**config.mk**
```make
export PLATFORM = sky130hd
export DESIGN_NAME = mips_cpu_store_unit
export DESIGN_NICKNAME = d
export VERILOG_FILES = /design/src/rtl/mips_cpu_pkg.sv /design/src/rtl/mips_cpu_store_formatter.sv /design/src/rtl/mips_cpu_store_unit.sv
export SDC_FILE = /design/constraint.sdc
export NUM_CORES = 1
export LEC_CHECK = 0
export ABC_AREA = 1
export BUFFER_PORTS_ARGS = -buffer_cell sky130_fd_sc_hd__clkbuf_2
export CAP_MARGIN = 20
export CORE_MARGIN = 4
export CORE_UTILIZATION = 51
export DETAILED_ROUTE_END_ITERATION = 16
export PLACE_DENSITY = 0.8
export RECOVER_POWER = 100
export SLEW_MARGIN = 20
export SYNTH_ARGS = -nofsm -noshare
export SYNTH_HDL_FRONTEND = slang
export SYNTH_SLANG_ARGS = --single-unit
```
**constraint.sdc**
```tcl
create_clock -name clk -period 2.45 [get_ports clk]
set_input_delay 0.245 -clock clk [delete_from_list [all_inputs] [get_ports clk]]
set_output_delay 0.245 -clock clk [all_outputs]
set_load 0.1 [all_outputs]
```
**src/rtl/mips_cpu_pkg.sv**
```systemverilog
// Shared definitions for the MIPS CPU memory path: store/load op codes and
// the store-unit FSM state type.
package mips_cpu_pkg;

    localparam logic [2:0] OP_SB  = 3'b000;
    localparam logic [2:0] OP_SH  = 3'b010;
    localparam logic [2:0] OP_SW  = 3'b101;
    localparam logic [2:0] OP_SWL = 3'b110;
    localparam logic [2:0] OP_SWR = 3'b111;

    typedef enum logic [1:0] {
        ST_IDLE  = 2'd0,
        ST_WRITE = 2'd1,
        ST_DONE  = 2'd2
    } store_state_t;

endpackage

```
**src/rtl/mips_cpu_store_formatter.sv**
```systemverilog
// Combinational little-endian lane formatter for SB/SH/SW/SWL/SWR stores;
// flags misaligned halfword/word stores and illegal op codes.
module mips_cpu_store_formatter
    import mips_cpu_pkg::*;
(
    input  logic [1:0]  off,
    input  logic [31:0] data,
    input  logic [2:0]  controls,
    output logic [3:0]  byteenable,
    output logic [31:0] writedata,
    output logic        fault
);

    always_comb begin
        byteenable = 4'b0000;
        writedata  = data;
        fault      = 1'b0;
        case (controls)
            OP_SB: begin
                byteenable = 4'b0001 << off;
                writedata  = {4{data[7:0]}};
            end
            OP_SH: begin
                writedata = {2{data[15:0]}};
                case (off)
                    2'd0:    byteenable = 4'b0011;
                    2'd2:    byteenable = 4'b1100;
                    default: fault      = 1'b1;
                endcase
            end
            OP_SW: begin
                if (off == 2'd0) byteenable = 4'b1111;
                else             fault      = 1'b1;
            end
            // SWL writes the high-order bytes of rt into the lower lanes up to off
            OP_SWL: begin
                case (off)
                    2'd0: begin byteenable = 4'b0001; writedata = data >> 24; end
                    2'd1: begin byteenable = 4'b0011; writedata = data >> 16; end
                    2'd2: begin byteenable = 4'b0111; writedata = data >> 8;  end
                    default: begin byteenable = 4'b1111; writedata = data;    end
                endcase
            end
            OP_SWR: begin
                case (off)
                    2'd0: begin byteenable = 4'b1111; writedata = data;       end
                    2'd1: begin byteenable = 4'b1110; writedata = data << 8;  end
                    2'd2: begin byteenable = 4'b1100; writedata = data << 16; end
                    default: begin byteenable = 4'b1000; writedata = data << 24; end
                endcase
            end
            default: fault = 1'b1;
        endcase
    end

endmodule

```
**src/rtl/mips_cpu_store_unit.sv**
```systemverilog
// Store unit: captures one store request, formats it, and issues a single
// Avalon-MM write with waitrequest handshaking; faulted requests skip the bus.
module mips_cpu_store_unit
    import mips_cpu_pkg::*;
#(
    parameter int ADDR_W = 32
) (
    input  logic              clk,
    input  logic              reset,
    input  logic              start,
    input  logic [ADDR_W-1:0] addr,
    input  logic [31:0]       data,
    input  logic [2:0]        controls,
    output logic              busy,
    output logic              done,
    output logic              fault,
    output logic [ADDR_W-1:0] address,
    output logic              write,
    output logic [3:0]        byteenable,
    output logic [31:0]       writedata,
    input  logic              waitrequest
);

    store_state_t state;
    logic [3:0]   fmt_byteenable;
    logic [31:0]  fmt_writedata;
    logic         fmt_fault;

    mips_cpu_store_formatter u_formatter (
        .off        (addr[1:0]),
        .data       (data),
        .controls   (controls),
        .byteenable (fmt_byteenable),
        .writedata  (fmt_writedata),
        .fault      (fmt_fault)
    );

    assign busy = (state != ST_IDLE);

    // Bus outputs are captured on acceptance so the request inputs may change freely
    always_ff @(posedge clk or posedge reset) begin
        if (reset) begin
            state      <= ST_IDLE;
            write      <= 1'b0;
            done       <= 1'b0;
            fault      <= 1'b0;
            address    <= '0;
            byteenable <= 4'b0000;
            writedata  <= 32'h0;
        end else begin
            case (state)
                ST_IDLE: begin
                    if (start) begin
                        address    <= {addr[ADDR_W-1:2], 2'b00};
                        byteenable <= fmt_byteenable;
                        writedata  <= fmt_writedata;
                        fault      <= fmt_fault;
                        if (fmt_fault) begin
                            state <= ST_DONE;
                            done  <= 1'b1;
                        end else begin
                            state <= ST_WRITE;
                            write <= 1'b1;
                        end
                    end
                end
                ST_WRITE: begin
                    if (!waitrequest) begin
                        state <= ST_DONE;
                        write <= 1'b0;
                        done  <= 1'b1;
                    end
                end
                ST_DONE: begin
                    state <= ST_IDLE;
                    done  <= 1'b0;
                    fault <= 1'b0;
                end
                default: begin
                    state <= ST_IDLE;
                    write <= 1'b0;
                    done  <= 1'b0;
                    fault <= 1'b0;
                end
            endcase
        end
    end

endmodule

```
==> impl_metrics.ini <==
[status]
outcome = complete, no violations

[routing]
drtPass1Iterations = 6
drc = 0
dr.first_iter.drc_count = 396
drt_wl_total_microns = 13950
vias = 4898
vias_per_cell = 5.400
post_drt_wl_per_cell_microns = 15.38
ant_nets = 0

[hold_path]
whs_path_depth = 3
min_from = addr[10]
hp-class = input port to register
min_to = address[10]

[flow_run]
drv_cap = 0

[timing]
tightestPinTransition_ns = 1.219
fin_crit_sh = 0.8780
period_needed_ns = 2.151
fin_setup_tns_ns = 0
skew_ns = 0.01144
timing.slew.headroom = 0.1907
maxSlewViolCount = 0
rsz0062_at_grt = false
setup_viol = 0
hold_viol_final = 0
clock.fmax_ghz = 0.4649

[critical_path]
crit_chain = inv_1 -> nand2_1 -> clkbuf_1
path_buf_inv = 2
required_ns = 2.20
reg2regPathDepth = 8
cp-startpoint = state[1]
endpoint_kind = output pin
critPathSlowestCell = clkbuf_1
critPathMaxStageDelay_ns = 0.89
path_class = register to output pin
rr_endpoint = writedata[18]
reg2reg_slack_ns = 0.43
cp-start-kind = register
worstPathArrival_ns = 1.91
cp_max_fo = 3
r2r_start = state[1]
cp_top_family = buffers and inverters

[yosys]
synth_cell_types = 27
yosysTopAreaCell = dfrtp_1
syn_area_sq_um = 4380
synth_top_area_share = 0.4056
yosys_warnings = 0
ys_seq_elements = 71
yosysSeqAreaShare = 0.4056
syn_inst = 671
syn_area_per_cell_sq_um = 6.528
synthTopCellsByArea = dfrtp_1, nand2_1, nand3_1

[final_layout]
n_antenna_cell = 0
areaGrowthSynthToFinish_pct = 18.37
final_area_sq_um = 5185
fin_cells = 907
drive_gt1_frac = 0.1434
fin_nets = 869

[die]
start_util = 0.5278
core_area_sq_um = 8299
pin_count = 143
row_count = 33
die_area_sq_um = 10140
fp.dieW_microns = 100.7
die_y_microns = 100.7

[global_routing]
grt.total_usage = 0.2792
antenna_found_initial = 0
grt_pass1_vias = 4638
grt_max_degree = 87
grt_pass1_wl_microns = 22400
overflow = 0

[place]
dp.final_hpwl_microns = 9463
port_buffers = 140
place_area_sq_um = 5095
gp_congestion = 0.8940
dp_cells = 891

[clock_tree]
cts_setup_buffers = 0
cts_buffers = 9
path_clk_slew_ns = 0.08
htreeDepth = 3
ctsResizeCount = 0
cts_tree = yes
cts_root_buffer = clkbuf_8
insertion_delay_ns = 0.36
cts.sinks = 71
cts_buffer_depth = 2
## Yosys cell counts (all sizes together)
cell	count
nand3	89
o21a	1
o21ai	13
conb	1
nand2	317
buf	25
clkbuf	7
a31oi	7
dfrtp	71
inv	32
a21boi	1
nor2	89
o21bai	1
nand4	1
or2	2
a21oi	14
## tightest hold or removal path, cell delays in order
cell,delay (ns)
clkbuf_2,0.07
nand2_1,0.04
nand2_1,0.05
## routing by layer
layer,part of all wire,track usage,up-vias
li1,-,-,2358
met1,0.40,0.3722,2227
met2,0.46,0.4349,276
met3,0.11,0.06990,37
met4,0.026,0.1119,0
met5,0,0,-
## sequential cells by signal, summed over array words and instances (netlist names)
name / count
address: 30
byteenable: 4
done: 1
fault: 1
state: 2
write: 1
writedata: 32
## how the worst max path moves through the flow
stage,end,slack [ns],cells past startpoint
floorplan,address[10],0.41,1
global placement,writedata[14],0.56,10
detailed placement,writedata[20],0.56,9
CTS,writedata[6],0.57,7
global route,writedata[18],0.21,8
finish,busy,0.30,3
## final cells by class
| cell class | count | area, sq um |
|---|---|---|
| clock buffers | 9 | 123.9 |
| clock inverters | 6 | 61.31 |
| fillers | 793 | 3114 |
| inverters | 32 | 122.6 |
| multi-input cells | 537 | 2303 |
| flip-flops and latches | 71 | 1777 |
| well taps | 105 | 131.4 |
| repair buffers | 147 | 665.6 |
## logic make-up after synthesis
family / count (synthesis) / synth area share
DFF: 71 / 0.4056
buffers and inverters: 64 / 0.06998
other: 1 / 0.0008561
AOI/OAI and AO/OA: 37 / 0.04856
and+or+nand+nor: 498 / 0.4750
## stage by stage
stage | hold WS (ns) | setup slack, ns | utilization
after floorplan | 0.3618 | 0.4058 | -
after global placement | 0.2313 | 0.5637 | 0.6139
after detailed placement | 0.2393 | 0.5571 | 0.6139
after CTS | 0.07605 | 0.5657 | 0.6374
after global routing | 0.08732 | 0.2095 | 0.6248
final | 0.08413 | 0.2988 | 0.6248
## placed cells by master, fill, tap and decap left out, types with 7 or more instances in the layout
cell      netlist  routed
inv_1          24      26
a21oi_1        14      14
o21ai_0        12      12
nor2_1         81      81
clkbuf_8        0       9
dfrtp_1        71      71
clkbuf_2        0      71
nand3_1        87      87
clkbuf_1        7      70
nand2_1       311     312
a31oi_1         7       7
## what timing repair did
action | 4_1_cts | 5_1_grt
hold buffers | 1 | 0
hold endpoints to repair | 16 | 0
setup endpoints to repair | 0 | 0
Power is left out: the tool's default activity adds up to more than one toggle a clock period on the data nets, which glitch-free logic cannot reach.
